**src/rtl/accelerator_vector_pkg.sv**
```systemverilog
// Shared types and constants for the vector integration feeder and its buffer.
package accelerator_vector_pkg;

    typedef enum logic [1:0] {
        IDLE,
        LAUNCH,
        STREAM,
        WAIT_DONE
    } feeder_state_t;

    localparam int CONTROL_W = 4;
    localparam int DATA_W    = 64;

    localparam logic [CONTROL_W-1:0] ZERO_CONTROL = '0;
    localparam logic [CONTROL_W-1:0] ONE_CONTROL  = CONTROL_W'(1);
    localparam logic [DATA_W-1:0]    ZERO_DATA    = '0;
    localparam logic [DATA_W-1:0]    ONE_DATA     = DATA_W'(1);

    // Occupancy values that define the EMPTY and FULL flags for the default depth.
    localparam int COUNT_EMPTY = 0;
    localparam int COUNT_FULL  = 16;

endpackage

```
**src/rtl/accelerator_vector_integration_feeder_buffer.sv**
```systemverilog
// Sample store: synchronous write, registered read, no reset so it maps onto block RAM.
module accelerator_vector_buffer #(
    parameter int DATA_SIZE    = 64,
    parameter int ADDRESS_SIZE = 4
) (
    input  logic                    CLK,
    input  logic                    write_enable,
    input  logic [ADDRESS_SIZE-1:0] write_address,
    input  logic [DATA_SIZE-1:0]    write_data,
    input  logic [ADDRESS_SIZE-1:0] read_address,
    output logic [DATA_SIZE-1:0]    read_data
);

    localparam int DEPTH = 2 ** ADDRESS_SIZE;

    logic [DATA_SIZE-1:0] mem [DEPTH];

    always_ff @(posedge CLK) begin
        if (write_enable) begin
            mem[write_address] <= write_data;
        end
        read_data <= mem[read_address];
    end

endmodule

```
**src/rtl/accelerator_vector_integration_feeder.sv**
```systemverilog
// Buffers a vector of samples, then launches the integrator and replays the samples on request.
module accelerator_vector_integration_feeder
    import accelerator_vector_pkg::*;
#(
    parameter int DATA_SIZE    = 64,
    parameter int CONTROL_SIZE = 4,
    parameter int ADDRESS_SIZE = 4
) (
    input  logic                 CLK,
    input  logic                 RST,
    input  logic                 START,
    output logic                 READY,
    input  logic                 LOAD_ENABLE,
    input  logic                 DATA_REQUEST,
    input  logic                 DOWNSTREAM_READY,
    output logic                 START_OUT,
    output logic                 DATA_OUT_VECTOR_ENABLE,
    output logic                 FULL,
    output logic                 EMPTY,
    output logic                 OVERFLOW,
    input  logic [DATA_SIZE-1:0] PERIOD_IN,
    input  logic [DATA_SIZE-1:0] LENGTH_IN,
    input  logic [DATA_SIZE-1:0] DATA_IN,
    output logic [DATA_SIZE-1:0] SIZE_OUT,
    output logic [DATA_SIZE-1:0] PERIOD_OUT,
    output logic [DATA_SIZE-1:0] LENGTH_OUT,
    output logic [DATA_SIZE-1:0] DATA_OUT
);

    localparam int DEPTH = 2 ** ADDRESS_SIZE;
    // Counters must hold DEPTH itself, not just DEPTH-1.
    localparam int CNT_W = (CONTROL_SIZE > ADDRESS_SIZE) ? CONTROL_SIZE : ADDRESS_SIZE + 1;
    typedef logic [CNT_W-1:0] cnt_t;
    localparam cnt_t DEPTH_CNT = cnt_t'(DEPTH);
    localparam cnt_t ZERO_CNT  = cnt_t'(ZERO_CONTROL);
    localparam cnt_t ONE_CNT   = cnt_t'(ONE_CONTROL);

    feeder_state_t state_reg, state_next;
    logic [ADDRESS_SIZE-1:0] wr_ptr_reg, wr_ptr_next;
    cnt_t rd_ptr_reg, rd_ptr_next;
    cnt_t count_reg, count_next;
    cnt_t size_reg, size_next;
    logic [DATA_SIZE-1:0] period_reg, period_next;
    logic [DATA_SIZE-1:0] length_reg, length_next;
    logic [DATA_SIZE-1:0] data_out_reg, data_out_next;
    logic strobe_reg, strobe_next;
    logic start_out_reg, start_out_next;
    logic ready_reg, ready_next;
    logic overflow_reg, overflow_next;
    logic done_seen_reg, done_seen_next;
    logic full_reg, empty_reg;
    logic bypass_valid_reg;
    logic [DATA_SIZE-1:0] bypass_data_reg;

    logic buf_we;
    logic accept_write;
    logic [ADDRESS_SIZE-1:0] read_addr;
    logic [DATA_SIZE-1:0] read_data;
    logic [DATA_SIZE-1:0] fetched;

    // Address the next pointer so the RAM output already holds buffer[rd_ptr_reg].
    assign read_addr = rd_ptr_next[ADDRESS_SIZE-1:0];
    assign fetched   = bypass_valid_reg ? bypass_data_reg : read_data;

    accelerator_vector_buffer #(
        .DATA_SIZE    (DATA_SIZE),
        .ADDRESS_SIZE (ADDRESS_SIZE)
    ) u_buffer (
        .CLK           (CLK),
        .write_enable  (buf_we),
        .write_address (wr_ptr_reg),
        .write_data    (DATA_IN),
        .read_address  (read_addr),
        .read_data     (read_data)
    );

    always_comb begin
        state_next     = state_reg;
        wr_ptr_next    = wr_ptr_reg;
        rd_ptr_next    = rd_ptr_reg;
        count_next     = count_reg;
        size_next      = size_reg;
        period_next    = period_reg;
        length_next    = length_reg;
        data_out_next  = data_out_reg;
        overflow_next  = overflow_reg;
        done_seen_next = done_seen_reg;
        strobe_next    = 1'b0;
        start_out_next = 1'b0;
        ready_next     = 1'b0;
        buf_we         = 1'b0;

        accept_write = LOAD_ENABLE && (state_reg == IDLE) && (count_reg != DEPTH_CNT);
        if (LOAD_ENABLE && !accept_write) begin
            overflow_next = 1'b1;
        end
        if (accept_write) begin
            buf_we      = 1'b1;
            wr_ptr_next = wr_ptr_reg + 1'b1;
            count_next  = count_reg + ONE_CNT;
        end

        case (state_reg)
            IDLE: begin
                if (START) begin
                    if (count_next == cnt_t'(COUNT_EMPTY)) begin
                        ready_next = 1'b1;
                    end else begin
                        period_next    = PERIOD_IN;
                        length_next    = LENGTH_IN;
                        size_next      = count_next;
                        // Element 0 may be the word being written in this very cycle.
                        data_out_next  = (buf_we && wr_ptr_reg == '0) ? DATA_IN : fetched;
                        strobe_next    = 1'b1;
                        start_out_next = 1'b1;
                        rd_ptr_next    = ONE_CNT;
                        done_seen_next = 1'b0;
                        state_next     = LAUNCH;
                    end
                end
            end
            LAUNCH, STREAM: begin
                if (DOWNSTREAM_READY) begin
                    done_seen_next = 1'b1;
                end
                if (DATA_REQUEST && (rd_ptr_reg < size_reg)) begin
                    data_out_next = fetched;
                    strobe_next   = 1'b1;
                    rd_ptr_next   = rd_ptr_reg + ONE_CNT;
                end
                state_next = (rd_ptr_next == size_reg) ? WAIT_DONE : STREAM;
            end
            WAIT_DONE: begin
                if (DOWNSTREAM_READY || done_seen_reg) begin
                    ready_next     = 1'b1;
                    count_next     = ZERO_CNT;
                    wr_ptr_next    = '0;
                    rd_ptr_next    = ZERO_CNT;
                    done_seen_next = 1'b0;
                    state_next     = IDLE;
                end
            end
            default: state_next = IDLE;
        endcase
    end

    always_ff @(posedge CLK) begin
        if (!RST) begin
            state_reg        <= IDLE;
            wr_ptr_reg       <= '0;
            rd_ptr_reg       <= ZERO_CNT;
            count_reg        <= ZERO_CNT;
            size_reg         <= ZERO_CNT;
            period_reg       <= DATA_SIZE'(ZERO_DATA);
            length_reg       <= DATA_SIZE'(ZERO_DATA);
            data_out_reg     <= DATA_SIZE'(ZERO_DATA);
            strobe_reg       <= 1'b0;
            start_out_reg    <= 1'b0;
            ready_reg        <= 1'b0;
            overflow_reg     <= 1'b0;
            done_seen_reg    <= 1'b0;
            full_reg         <= 1'b0;
            empty_reg        <= 1'b1;
            bypass_valid_reg <= 1'b0;
            bypass_data_reg  <= DATA_SIZE'(ZERO_DATA);
        end else begin
            state_reg        <= state_next;
            wr_ptr_reg       <= wr_ptr_next;
            rd_ptr_reg       <= rd_ptr_next;
            count_reg        <= count_next;
            size_reg         <= size_next;
            period_reg       <= period_next;
            length_reg       <= length_next;
            data_out_reg     <= data_out_next;
            strobe_reg       <= strobe_next;
            start_out_reg    <= start_out_next;
            ready_reg        <= ready_next;
            overflow_reg     <= overflow_next;
            done_seen_reg    <= done_seen_next;
            full_reg         <= (count_next == DEPTH_CNT);
            empty_reg        <= (count_next == cnt_t'(COUNT_EMPTY));
            // The RAM returns old data on a same-address read/write, so remember the new word.
            bypass_valid_reg <= buf_we && (wr_ptr_reg == read_addr);
            bypass_data_reg  <= DATA_IN;
        end
    end

    assign READY                  = ready_reg;
    assign START_OUT              = start_out_reg;
    assign DATA_OUT_VECTOR_ENABLE = strobe_reg;
    assign FULL                   = full_reg;
    assign EMPTY                  = empty_reg;
    assign OVERFLOW               = overflow_reg;
    assign SIZE_OUT               = DATA_SIZE'(size_reg);
    assign PERIOD_OUT             = period_reg;
    assign LENGTH_OUT             = length_reg;
    assign DATA_OUT               = data_out_reg;

endmodule
```
**config.mk**
```make
export PLATFORM = sky130hd
export DESIGN_NAME = accelerator_vector_integration_feeder
export DESIGN_NICKNAME = d
export VERILOG_FILES = /design/src/rtl/accelerator_vector_pkg.sv /design/src/rtl/accelerator_vector_integration_feeder_buffer.sv /design/src/rtl/accelerator_vector_integration_feeder.sv
export SDC_FILE = /design/constraint.sdc
export NUM_CORES = 2
export LEC_CHECK = 0
export CAP_MARGIN = 20
export CORE_MARGIN = 2
export CORE_UTILIZATION = 50
export DETAILED_ROUTE_END_ITERATION = 7
export PLACE_DENSITY = 0.71
export SETUP_SLACK_MARGIN = 0.05
export SKIP_CTS_REPAIR_TIMING = 1
export SYNTH_ARGS = -nofsm -noshare
export SYNTH_HDL_FRONTEND = slang
export SYNTH_HIERARCHICAL = 1
export SYNTH_SLANG_ARGS = --single-unit
```
**constraint.sdc**
```tcl
create_clock -name CLK -period 9.5 [get_ports CLK]
set_input_delay 1.9 -clock CLK [delete_from_list [all_inputs] [get_ports CLK]]
set_output_delay 1.9 -clock CLK [all_outputs]
set_load 0.05 [all_outputs]
```
; After elaboration in Yosys (flattened, before gate mapping)
; Memories as Yosys holds them, arrays and structs flattened. A register that Yosys moved wholly into a read port is not among the register bits.
; Index checks and enable logic that the tools add are counted.
; W data, S select, Z words.
[totals]
word_cells = 94
mem_bits_rw = 1024
n_memories = 1
ff_bits = 285
[op_classes]
n_reduce_logical = 19
order_cmp = 1
n_eq_ne = 12
add_sub_neg = 3
n_mux = 39
bitwise_logic = 1
[memory_table]
columns = memory, words, word_bits, rd, rd_clocked_by_memory_dff, wr, line
row1 = u_buffer.mem, 16, 64, 1, 1, 1, accelerator_vector_integration_feeder_buffer.sv:16  ; logic [DATA_SIZE-1:0] mem [DEPTH];
[op_table]
columns = op, n
row1 = $mux W64, 5
row2 = $pmux W64 S2, 1
row3 = $mux W5, 8
row4 = $pmux W5 S3, 1
row5 = $mux W1, 14
row6 = $mux W4, 3
row7 = $add A5 B1 Y5 const B, 2
row8 = $logic_not A5 Y1, 2
row9 = $ne A2 B2 Y1 const B, 5
row10 = $reduce_and A4 Y1, 2
row11 = $logic_and A1 B1 Y1, 6
row12 = $mux W2, 3
row13 = $pmux W2 S3, 1
row14 = $reduce_and A3 Y1, 2
row15 = $eq A5 B5 Y1, 1
row16 = $eq A5 B5 Y1 const B, 1
row17 = $lt A5 B5 Y1, 1
row18 = $ne A5 B5 Y1 const B, 1
row19 = $add A4 B1 Y4 const B, 1
row20 = $eq A2 B2 Y1 const B, 2
row21 = $eq A4 B4 Y1, 1
row22 = $logic_not A4 Y1, 1
row23 = $pmux W1 S2, 2
row24 = $pmux W1 S3, 1
row25 = 8 further kinds, 8

; Depth between registers and ports, before layout
[depth]
depth_word = 10
depth_mapped = 15
ltp_nobuf = 11

; Cells and area by module
; The synthesis kept the hierarchy.
[by_module_without_submodules]
columns = mod, n_inst, cells_per_inst, seq_area_each_um2, area_per_inst_um2
row1 = accelerator_vector_buffer, 1, 1647, 32030.7, 39581.7
row2 = accelerator_vector_integration_feeder, 1, 1397, 5705.5, 11830.1

; Worst setup path before layout
; OpenSTA, ideal clock, no wires.
[synth_timing]
path_kind = in2reg
start = in LOAD_ENABLE
end = mem u_buffer.mem[0][0] (enable)
cell_stages = 5
path_slack_ns = 1.562
required_ns = 8.935
t_arrival_ns = 7.373
cell_sequence = nand2_1 nor2_1 buf_1 or3b_2 nor3_1
[synth_between]
elab_chain_len = 5
[synth_lines]
columns = element, line
row1 = "start, declared", accelerator_vector_integration_feeder.sv:13  ; input logic LOAD_ENABLE,
row2 = $logic_and A1 B1 Y1 (2 in a row), accelerator_vector_integration_feeder.sv:93  ; accept_write = LOAD_ENABLE && (state_reg == IDLE) && (count_reg != DEPTH_CNT);
row3 = named net accept_write, accelerator_vector_integration_feeder.sv:56  ; logic accept_write;
row4 = $mux W1, accelerator_vector_integration_feeder.sv:97  ; if (accept_write) begin
row5 = $mux W1, accelerator_vector_integration_feeder_buffer.sv:19  ; if (write_enable) begin
row6 = $mux W1 (not written as such), accelerator_vector_integration_feeder_buffer.sv:20  ; mem[write_address] <= write_data;
row7 = "end, declared", accelerator_vector_integration_feeder_buffer.sv:16
; The timed path passes the listed nets, and every way through them passes these cells.

; Worst setup path after layout
[layout_timing]
start = in LOAD_ENABLE
end = reg u_buffer.read_data[25], read port of u_buffer.mem
[layout_between]
elab_chain_len = 7
[layout_lines]
columns = element, line
row1 = $logic_and A1 B1 Y1 (2 in a row), accelerator_vector_integration_feeder.sv:93
row2 = $mux W5, accelerator_vector_integration_feeder.sv:97
row3 = $logic_not A5 Y1, accelerator_vector_integration_feeder.sv:106  ; if (count_next == cnt_t'(COUNT_EMPTY)) begin
row4 = $mux W5, accelerator_vector_integration_feeder.sv:106
row5 = $mux W5, accelerator_vector_integration_feeder.sv:105  ; if (START) begin
row6 = $pmux W5 S3, accelerator_vector_integration_feeder.sv:103  ; case (state_reg)
row7 = named net rd_ptr_next[0], accelerator_vector_integration_feeder.sv:40  ; cnt_t rd_ptr_reg, rd_ptr_next;
row8 = "end, declared", accelerator_vector_integration_feeder_buffer.sv:11  ; output logic [DATA_SIZE-1:0] read_data
; The timed path passes the listed nets, and every way through them passes these cells. The select of a mux whose other input is x is not followed.
; A chain may end at the register's enable or synchronous reset.

==> impl_metrics.yaml <==
status:
  status: "finished clean"
sta:
  max_freq_mhz: 179.5
  relSlewSlack: 0.2115
  finalCriticalPeriod_ns: 5.571
  finalSetupTns_ns: 0
  report.final.slew_viol_count: 0
  grt_setup_unrepaired: "no"
  clock_skew_ns: 0.03877
  setup_ws_ns: 3.929
  holdWs_ns: 0.4519
  setup_violations: 0
  finalCritPeriodShare: 0.5865
  worstMarginPinSlew_ns: 1.183
  report.final.hold_viol_count: 0
final_layout:
  fin_cells: 4935
  final_nets: 3659
  fin_area_sq_mm: 0.06127
  final_util: 0.6014
  areaGrowthSynthToFinish_pct: 19.18
  fill_cells: 7492
  top_register: "u_buffer/mem"
  final_layout_size_suffix_gt1_frac: 0.1576
  largest_reg_flops: 1024
routing:
  ant_nets: 0
  num_vias: 28467
  drtIter0Drc: 2730
  first_pass_iters: 7
  routed_via_density: 5.768
  totalWireLength_um: 130900
  wl_per_cell_um: 26.53
  drc: 0
yosys:
  ys_types: 54
  avgSynthCellArea_sq_um: 16.89
  synthArstFlopShare: 0
  synth-edff-count: 1024
  yosysSeqAreaShare: 0.7340
  synth_ff_type: "edfxtp_1"
  ys_warn_count: 6
  syn_inst: 3044
  ys_seq_elements: 1373
  syn_area_sq_mm: 0.05141
floorplan:
  row_count: 117
  die_area_sq_mm: 0.1054
  pin_count: 460
  die_height_um: 324.7
  initial_utilization: 0.5046
  die_x_um: 324.7
  coreArea_sq_mm: 0.1019
setup_path:
  worstSetupStartpointType: "input port"
  cp.required_ns: 10.11
  cp.arrival_ns: 6.18
  crit_fanout: 80
  crit_path_end_kind: "register"
  path_class: "input port to register"
power:
  comb_power_share: 0.304
  switchingPower_mw: 5.944
  ir_worst_vdd_mv: 0.2998
  power_density_mw_per_mm2: 304.3
  p_leak_nw: 19.91
  clock_power_share: 0.299
  finalPower_mw: 18.64
  intPower_mw: 12.70
  switching_share: 0.3189
  p_seq_frac: 0.397
global_routing:
  gr-total-overflow: 0
  antenna_found_initial: 11
  grt.total_usage: 0.2467
  grt_pass1_vias: 28482
  grt_max_degree: 157
  grt_first_pass_wirelength_um: 191800
placed_design:
  routabilityCongestion: 0.9046
  dp_cells: 4675
  dp_slack_ns: 3.189
  io_buffers: 400
  post_dp_cell_area_sq_mm: 0.05654
  hpwl_um: 73040
clocking:
  clk_pin_slew_ns: 0.06
  cts-root-buf: "clkbuf_16"
  clk_path_buf_depth: 3
  cts-buffers-inserted: 139
  insertion_delay_ns: 0.76
  cts_tree: "yes"
  htreeDepth: 4
  cts_sinks: 1373
run:
  cap_violations: 0
worst_hold_path:
  min_path_type: "register to register"
-- cells by family (layout without fill, tap and decap cells) --
group	Yosys count	after routing	synth area share
AOI/OAI and AO/OA	427	427	0.05342
and+or+nand+nor	624	624	0.05176
other	1	61	0.00007294
muxes	324	324	0.1254
adders and majority gates	13	13	0.003164
DFF	1373	1373	0.7340
xor gates and xnor gates	18	18	0.003067
buffers and inverters	264	727	0.02913
-- synthesized netlist by cell type, types with 4 or more instances --
master / n / area share
and2_1: 69 / 0.0084
nand2_1: 335 / 0.024
mux2i_1: 68 / 0.013
xnor2_1: 9 / 0.0015
xor2_1: 9 / 0.0015
nand3b_1: 4 / 0.00058
dfxtp_1: 349 / 0.14
nor3_1: 10 / 0.00097
nor2_1: 170 / 0.012
buf_2: 44 / 0.0043
a21oi_1: 202 / 0.020
clkbuf_1: 95 / 0.0069
o21ai_0: 5 / 0.00049
edfxtp_1: 1024 / 0.60
nand3_1: 7 / 0.00068
nand4_1: 7 / 0.00085
buf_6: 27 / 0.0059
a211oi_1: 72 / 0.011
mux4_2: 256 / 0.11
nand2b_1: 5 / 0.00061
inv_1: 18 / 0.0013
buf_1: 13 / 0.00095
ha_1: 13 / 0.0032
buf_4: 66 / 0.0096
a22oi_1: 128 / 0.019
-- area by class of cell --
class | count | area (sq um) | share of cell area
Clock buffer | 192 | 3996 | 0.06522
Timing Repair Buffer | 451 | 4447 | 0.07257
Multi-Input combinational cell | 1465 | 12560 | 0.2050
Sequential cell | 1373 | 37740 | 0.6159
Inverter | 18 | 82.58 | 0.001348
Tap cell | 1368 | 1712 | 0.02794
Clock inverter | 66 | 729.5 | 0.01191
Antenna cell | 2 | 5.005 | 0.00008168
-- final timing paths --
kind | startpoint | endpoint | slack, ns | depth (start not counted)
worst min-delay path | LENGTH_OUT[19] | LENGTH_OUT[19] | 0.45 | 2
worst max-delay path | LOAD_ENABLE | u_buffer/read_data[25] | 3.93 | 11
worst max register to register | state_reg[0] | u_buffer/read_data[25] | 4.70 | 12
worst min register to register | LENGTH_OUT[19] | LENGTH_OUT[19] | 0.45 | 2
-- worst max-delay path, stage by stage --
cell and delay, ns:
clkdlybuf4s50_1 0.57, and3_4 0.23, a211oi_1 0.09, nor3_1 0.55, o21ai_0 0.24, o211a_1 0.24, inv_8 0.58, buf_4 0.67
mux4_2 0.59, a22oi_1 0.24, nand2_1 0.09
-- routing by layer --
layer | track usage | vias to the layer above | wire [um]
met3 | 0.05044 | 222 | 9859
met5 | 0 | - | 66
met4 | 0.08102 | 10 | 3905
met2 | 0.4144 | 1176 | 65260
li1 | - | 12403 | -
met1 | 0.3231 | 14656 | 51840
-- cells in the final DEF, fill, tap and decap left out, types with 16 or more instances in the layout --
master	n
edfxtp_1	1024
clkbuf_8	17
a22oi_1	128
buf_4	47
inv_1	16
clkbuf_16	146
a211oi_1	72
mux2i_1	68
clkbuf_1	29
clkdlybuf4s50_1	399
nand2_1	334
clkinv_2	24
dfxtp_1	348
nor2_1	157
conb_1	59
mux4_2	256
and2_1	67
a21oi_1	202
-- power groups by stage --
stage	sequential [mW]	clock [mW]	combinational, mW
after floorplan	8.25	0	3.58
after global placement	7.53	0	5.67
after detailed placement	7.53	0	5.71
after CTS	7.42	5.67	5.75
after global routing	7.46	5.90	6.10
final	7.41	5.57	5.67
Power figures use the tool's default switching activity.
